$ cat src/rtl/rr_grant_arbiter.sv
// Round-robin arbiter: one owner at a time, priority rotating downward from the
// last owner, registered one-hot grant, optional bound on consecutive grant cycles.
module rr_grant_arbiter #(
  parameter int N        = 8,
  parameter int IDXW     = $clog2(N),
  parameter int MAX_HOLD = 16,
  parameter int CNTW     = (MAX_HOLD > 0) ? $clog2(MAX_HOLD + 1) : 1
) (
  input  logic            clk,
  input  logic            rst_n,
  input  logic [N-1:0]    req,
  output logic [N-1:0]    gnt,
  output logic            gnt_valid,
  output logic [IDXW-1:0] gnt_idx,
  output logic            grant_start
);

  typedef enum logic [0:0] {
    ST_IDLE  = 1'b0,
    ST_GRANT = 1'b1
  } state_t;

  localparam logic [CNTW-1:0] CNT_ONE  = CNTW'(1);
  // With no hold limit the counter just parks at its all-ones value.
  localparam logic [CNTW-1:0] CNT_SAT  = (MAX_HOLD == 0) ? {CNTW{1'b1}} : CNTW'(MAX_HOLD);
  localparam logic [N-1:0]    ONE_HOT0 = {{(N-1){1'b0}}, 1'b1};

  // Highest-set-bit encoder: returns {found, index}.
  function automatic logic [IDXW:0] hsb_enc(input logic [N-1:0] vec);
    logic [IDXW:0] res;
    res = {1'b0, {IDXW{1'b0}}};
    for (int i = 0; i < N; i++) begin
      res = vec[i] ? {1'b1, IDXW'(i)} : res;
    end
    return res;
  endfunction

  state_t          state_r, state_nxt_s;
  logic [IDXW-1:0] last_idx_r, last_idx_nxt_s;
  logic [CNTW-1:0] cnt_r, cnt_nxt_s;
  logic [N-1:0]    gnt_nxt_s;
  logic            gnt_valid_nxt_s;
  logic [IDXW-1:0] gnt_idx_nxt_s;
  logic            grant_start_nxt_s;

  logic [N-1:0]    low_mask_s;
  logic [N-1:0]    masked_s;
  logic [IDXW:0]   masked_enc_s;
  logic [IDXW:0]   raw_enc_s;
  logic            win_valid_s;
  logic [IDXW-1:0] win_idx_s;
  logic            hold_expired_s;
  logic            release_s;

  // Candidate selection: masked (strictly below last owner) first, raw request otherwise.
  always_comb begin
    low_mask_s = {N{1'b0}};
    for (int i = 0; i < N; i++) begin
      low_mask_s[i] = (i < int'(last_idx_r));
    end
    masked_s       = req & low_mask_s;
    masked_enc_s   = hsb_enc(masked_s);
    raw_enc_s      = hsb_enc(req);
    win_valid_s    = masked_enc_s[IDXW] | raw_enc_s[IDXW];
    win_idx_s      = masked_enc_s[IDXW] ? masked_enc_s[IDXW-1:0] : raw_enc_s[IDXW-1:0];
    hold_expired_s = (MAX_HOLD != 0) && (cnt_r == CNT_SAT);
    release_s      = ~req[gnt_idx] | hold_expired_s;
  end

  // Next-state and next-output decode for the ownership FSM.
  always_comb begin
    state_nxt_s       = state_r;
    last_idx_nxt_s    = last_idx_r;
    cnt_nxt_s         = cnt_r;
    gnt_nxt_s         = gnt;
    gnt_valid_nxt_s   = gnt_valid;
    gnt_idx_nxt_s     = gnt_idx;
    grant_start_nxt_s = 1'b0;

    case (state_r)
      ST_IDLE: begin
        if (win_valid_s) begin
          state_nxt_s       = ST_GRANT;
          gnt_nxt_s         = ONE_HOT0 << win_idx_s;
          gnt_valid_nxt_s   = 1'b1;
          gnt_idx_nxt_s     = win_idx_s;
          grant_start_nxt_s = 1'b1;
          cnt_nxt_s         = CNT_ONE;
          last_idx_nxt_s    = win_idx_s;
        end else begin
          state_nxt_s = ST_IDLE;
        end
      end
      ST_GRANT: begin
        if (!release_s) begin
          cnt_nxt_s = (cnt_r == CNT_SAT) ? cnt_r : cnt_r + CNT_ONE;
        end else if (win_valid_s) begin
          // Back-to-back handover; may be the same requester after a timeout.
          gnt_nxt_s         = ONE_HOT0 << win_idx_s;
          gnt_valid_nxt_s   = 1'b1;
          gnt_idx_nxt_s     = win_idx_s;
          grant_start_nxt_s = 1'b1;
          cnt_nxt_s         = CNT_ONE;
          last_idx_nxt_s    = win_idx_s;
        end else begin
          state_nxt_s     = ST_IDLE;
          gnt_nxt_s       = {N{1'b0}};
          gnt_valid_nxt_s = 1'b0;
          gnt_idx_nxt_s   = {IDXW{1'b0}};
          cnt_nxt_s       = {CNTW{1'b0}};
        end
      end
      default: begin
        state_nxt_s     = ST_IDLE;
        gnt_nxt_s       = {N{1'b0}};
        gnt_valid_nxt_s = 1'b0;
        gnt_idx_nxt_s   = {IDXW{1'b0}};
        cnt_nxt_s       = {CNTW{1'b0}};
      end
    endcase
  end

  // State and registered outputs, cleared immediately by reset.
  always_ff @(posedge clk or negedge rst_n) begin
    if (!rst_n) begin
      state_r     <= ST_IDLE;
      last_idx_r  <= {IDXW{1'b0}};
      cnt_r       <= {CNTW{1'b0}};
      gnt         <= {N{1'b0}};
      gnt_valid   <= 1'b0;
      gnt_idx     <= {IDXW{1'b0}};
      grant_start <= 1'b0;
    end else begin
      state_r     <= state_nxt_s;
      last_idx_r  <= last_idx_nxt_s;
      cnt_r       <= cnt_nxt_s;
      gnt         <= gnt_nxt_s;
      gnt_valid   <= gnt_valid_nxt_s;
      gnt_idx     <= gnt_idx_nxt_s;
      grant_start <= grant_start_nxt_s;
    end
  end

endmodule

$ cat config.mk
export PLATFORM = sky130hd
export DESIGN_NAME = rr_grant_arbiter
export DESIGN_NICKNAME = d
export VERILOG_FILES = /design/src/rtl/rr_grant_arbiter.sv
export SDC_FILE = /design/constraint.sdc
export NUM_CORES = 1
export LEC_CHECK = 0
export BUFFER_PORTS_ARGS = -buffer_cell sky130_fd_sc_hd__buf_2
export CORE_MARGIN = 5
export CORE_UTILIZATION = 42
export DETAILED_ROUTE_END_ITERATION = 8
export GPL_TIMING_DRIVEN = 0
export PLACE_DENSITY = 0.62
export SYNTH_ARGS = -nofsm -noshare
export SYNTH_HDL_FRONTEND = slang
export SYNTH_SLANG_ARGS = --single-unit
export TNS_END_PERCENT = 20
$ cat constraint.sdc
create_clock -name clk -period 2.3 [get_ports clk]
set_input_delay 0.46 -clock clk [delete_from_list [all_inputs] [get_ports clk]]
set_output_delay 0.46 -clock clk [all_outputs]
set_load 0.02 [all_outputs]
Word-level counts from Yosys, hierarchy flattened:

Index checks and enable logic that the tools add are counted.
Widths: inputs -> output; s select.

* bits of input ports: 10
* bits in registers: 22
* word-level logic and storage cells: 71
* output and inout bits: 13

* add/sub/neg operators: 1
* muxes and demuxes: 43
* reductions and logical operators: 2
* bitwise operators: 5
* $lt $le $gt $ge: 8
* shifts and indexed selects: 1
* equality and inequality tests: 4

Operators by type and width (count)
* $mux 4: 16
* $mux 8: 3
* $mux 3: 6
* $pmux 8 s2: 1
* $mux 5: 3
* $pmux 3 s2: 2
* $pmux 5 s2: 1
* $lt 3x3->1 const A: 3
* $and 8x7->8: 1
* $shl 1x3->8 const A: 1
* $mux 1: 7
* $lt 1x3->1 const A: 2
* $lt 2x3->1 const A: 2
* $pmux 1 s2: 3
* $add 5x1->5 const B: 1
* $eq 5x5->1 const B: 1
* $lt 3x4->1 const B: 1
* $reduce_and 2->1: 2
* $bmux 1 s3: 1
* $ne 3x2->1 const B: 1
* $ne 2x1->1 const B: 1
* $ne 2x2->1 const B: 1
* $not 1->1: 2
* $or 1x1->1: 2

Logic depth before layout (Yosys ltp):

* depth in word-level cells: 15
* depth in mapped cells: 9
* gate-level depth less buffers: 9

Worst setup path before layout:

OpenSTA, ideal clock, no wires.

* kind: register -> register
* from: register gnt_idx[1]
* to: register gnt[1]
* library setup time: 0.144 ns
* stages on the path, launching flop included: 7
* setup slack: 0.315 ns
* period minus slack after synthesis: 1.985 ns
* data arrival time: 1.841 ns
* path buffers: 1
* data required time: 2.156 ns
* cells stage by stage: dfrtp_1 mux4_2 mux2_4 and2_4 buf_6 nor2_2 o32ai_1

* word-level cells in the longest chain between the ends: 6

Ends and longest elaborated chain
* start: declaration: RTL line 14 `output logic [IDXW-1:0] gnt_idx,`
* start signal: assignment: RTL line 131 `gnt_idx <= {IDXW{1'b0}};`
* start signal: assignment: RTL line 139 `gnt_idx <= gnt_idx_nxt_s;`
* $bmux 1 s3: RTL line 67 `release_s = ~req[gnt_idx] | hold_expired_s;`
* $mux 1 (implied by the code): RTL line 67
* $not 1->1: RTL line 67
* $or 1x1->1: RTL line 67
* $ne 2x1->1 (no line)
* $reduce_and 2->1 (no line)
* end signal: assignment: RTL line 129 `gnt <= {N{1'b0}};`
* end signal: assignment: RTL line 137 `gnt <= gnt_nxt_s;`
* end: declaration: RTL line 12 `output logic [N-1:0] gnt,`

Every way passes these cells. The select of a mux whose other input is x is not followed.
A chain may end at the register's enable or synchronous reset.

Final worst setup path:

* from: register gnt_idx[1]
* to: register gnt[0]

The elaborated chain is that of the path after synthesis.

==> reports/metrics.cfg <==
[status]
outcome=complete, no violations

[pwr]
power.switching_fraction_pct=43.62
p_leak_nw=0.6565
pwr-share-clk_pct=13.8
p_switching_mw=0.9346
pwr-share-seq_pct=29.3
power_frac_comb_pct=56.9
cellPowerDensity_mw_per_mm2=1509
internal_power_mw=1.208
irDropWorstVdd_v=0.001193

[routing]
drt_iter0_markers=26
avgViaCountPerCell=6.023
vias=1060
wl_per_cell_um=15.83
drt_first_pass_iters=4
drt-total-wl_um=2786
drc_errors=0
ant_nets=0

[timing]
layout_setup_ws_ns=0.3194
rsz0062_at_grt=no
hold_viol=0
fin_crit_ns=1.981
fin_crit_sh_pct=86.11
tightest_slew_ns=0.5888
fin_setup_tns_ns=0
setup_violations=0
max_freq_mhz=504.9
maxSlewHeadroom_pct=60.48
skew_ns=0.006682
slew_violations=0

[synth]
synth_area_leaders=dfrtp_1, mux4_2, o32ai_1
synthCells=120
ys_seq_area_share_pct=45.17
synth_top_area_share_pct=45.17
syn_area_mm2=0.001219
yosys.area.top_type=dfrtp_1
synth.distinct_cells=40
syn_area_per_cell_um2=10.16
synth_warnings=0
synthesis.nets=132
synth-seq-cells=22

[flow_run]
maxCapViolations=0

[floorplan]
fp.dieW_um=63.87
core_mm2=0.002758
io_pins=23
dieHeight_um=63.87
die_area_mm2=0.004079
rows=19
start_util_pct=44.19

[placement]
place_hpwl_um=2071
port_buffers=21
finalWeightedCongestion=0.8220
post-place-cells=172
dp_slack_ns=0.1695

[clock_network]
h-tree-depth=1
root_buffer=clkbuf_4
cts.sinks=22
ctsHoldBuffers=0
cts_buffers=3
cts.clk_slew.worst_paths_ns=0.13
insertion_delay_ns=0.31
clk_path_buf_depth=2
post_cts_buffers=0
cts_tree=built

[cells_and_area]
instances_no_fill=176
final_util_pct=51.50
final_common_cell=dfrtp_1
diodes=0
mostFrequentLayoutCells=dfrtp_1, buf_2, inv_1
area_growth_syn_to_layout_pct=16.53
drive_gt1_share_pct=28.28
num-nets-final=158

[worst_setup_path]
start_kind=flip-flop
r2r_setup_slack_ns=0.32
timing.rr.end=gnt[0]
critical_path.top_delay_family=multiplexers
r2r_cells=6
timing.rr.start=gnt_idx[1]
critical_path_required_ns=2.49
arrival_ns=2.17
crit_path_max_incr_delay_ns=0.51
worst-path-max-fanout=6
worst-path-buf-inv=1
cp_slowest_cell=mux4_2
crit_chain=mux4_2 > mux2_4 > and2_4 > buf_6 > nor2_2 > o32ai_1
worst_setup_path_end_kind=flip-flop
path_class=reg -> reg

[global_route]
grt_antenna_before_repair=0
grt_max_degree=23
grt_usage_pct=14.99
grt_pass1_vias=1055
grt_overflow=0
grt_pass1_wl_um=5050

[min_path]
min_path_type=in -> async

## final cells by class
cell class                      count  area (µm²)
Fill cell                         270        1338
Multi-Input combinational cell     82       596.8
Sequential cell                    22       550.5
Timing Repair Buffer               21       105.1
Inverter                           11       42.54
Tap cell                           31       38.79
Buffer                              5       33.78
Clock inverter                      1       30.03
Clock buffer                        3       22.52
## state kept, by name, summed over array words and instances, names as in the netlist
name         flops
cnt_r            5
gnt_valid        1
grant_start      1
gnt_idx          3
state_r          1
last_idx_r       3
gnt              8
## power by group through the flow
stage / registers [mW] / logic, mW / clock network (mW)
after floorplan: 0.728 / 0.822 / 0
after global routing: 0.655 / 1.36 / 0.319
after global placement: 0.630 / 1.19 / 0
final: 0.628 / 1.22 / 0.295
after detailed placement: 0.638 / 1.21 / 0
after CTS: 0.631 / 1.22 / 0.301
## per-layer routing
metal	vias to the layer above	part of all wire [%]	track usage [%]
met2	42	47	24.12
met1	515	45	20.60
li1	501	-	-
met5	-	0	0
met3	2	7.4	4.553
met4	0	0.32	1.558
## synth_stat cells
cell,number
dfrtp_1,22
o21ai_0,8
mux2_4,1
nand2_1,6
nor2_2,1
nand2_4,1
inv_1,10
nand3_1,4
or2_2,1
o21ai_1,1
ha_1,2
o21a_1,1
o31a_1,1
or4_1,1
a31oi_1,2
a32o_1,4
nor2b_1,1
nor2_8,1
a22o_1,3
and3_1,1
mux4_2,2
a31o_2,1
nor4_1,1
nor2_1,6
clkinv_2,1
a211oi_1,3
nor3b_1,1
a21o_1,4
a21oi_1,8
o32ai_1,5
and2_4,1
nor3_1,1
nand2_2,2
o21ba_2,1
nand4_1,1
buf_6,2
o22ai_1,3
a211o_1,1
xor2_1,1
clkbuf_1,3
## timing repair
action | in CTS | in global routing
endpoints found under the hold margin | 0 | 0
gates resized for setup | 0 | 1
endpoints found under the setup margin | 0 | 5
## kinds of logic after synthesis
| family | after synthesis | synth area share [%] |
|---|---|---|
| simple gates | 30 | 14.38 |
| compound gates | 46 | 26.49 |
| fa+ha+maj | 2 | 2.053 |
| xor+xnor | 1 | 0.7188 |
| flops | 22 | 45.17 |
| mux | 3 | 4.928 |
| buf+inv | 16 | 6.263 |
## metrics by stage
| step | instance area, µm² | power (mW) | hold slack (ns) |
|---|---|---|---|
| after floorplan | 1219 | 1.549 | 0.1644 |
| after global placement | 1363 | 1.823 | 0.4448 |
| after detailed placement | 1363 | 1.848 | 0.4535 |
| after CTS | 1415 | 2.148 | 0.1062 |
| after global routing | 1420 | 2.335 | 0.1141 |
| final | 1420 | 2.143 | 0.09192 |
## worst max-delay path by stage
stage / from / endpoint / cells after the start
after detailed placement: req[4] / gnt_idx[0] / 6
after CTS: last_idx_r[1] / gnt[3] / 6
after global routing: last_idx_r[1] / gnt[0] / 6
final: gnt_idx[1] / gnt[0] / 6
after floorplan: gnt_idx[1] / gnt[1] / 6
after global placement: req[4] / gnt_idx[1] / 6
(Power assumes the default switching activity.)
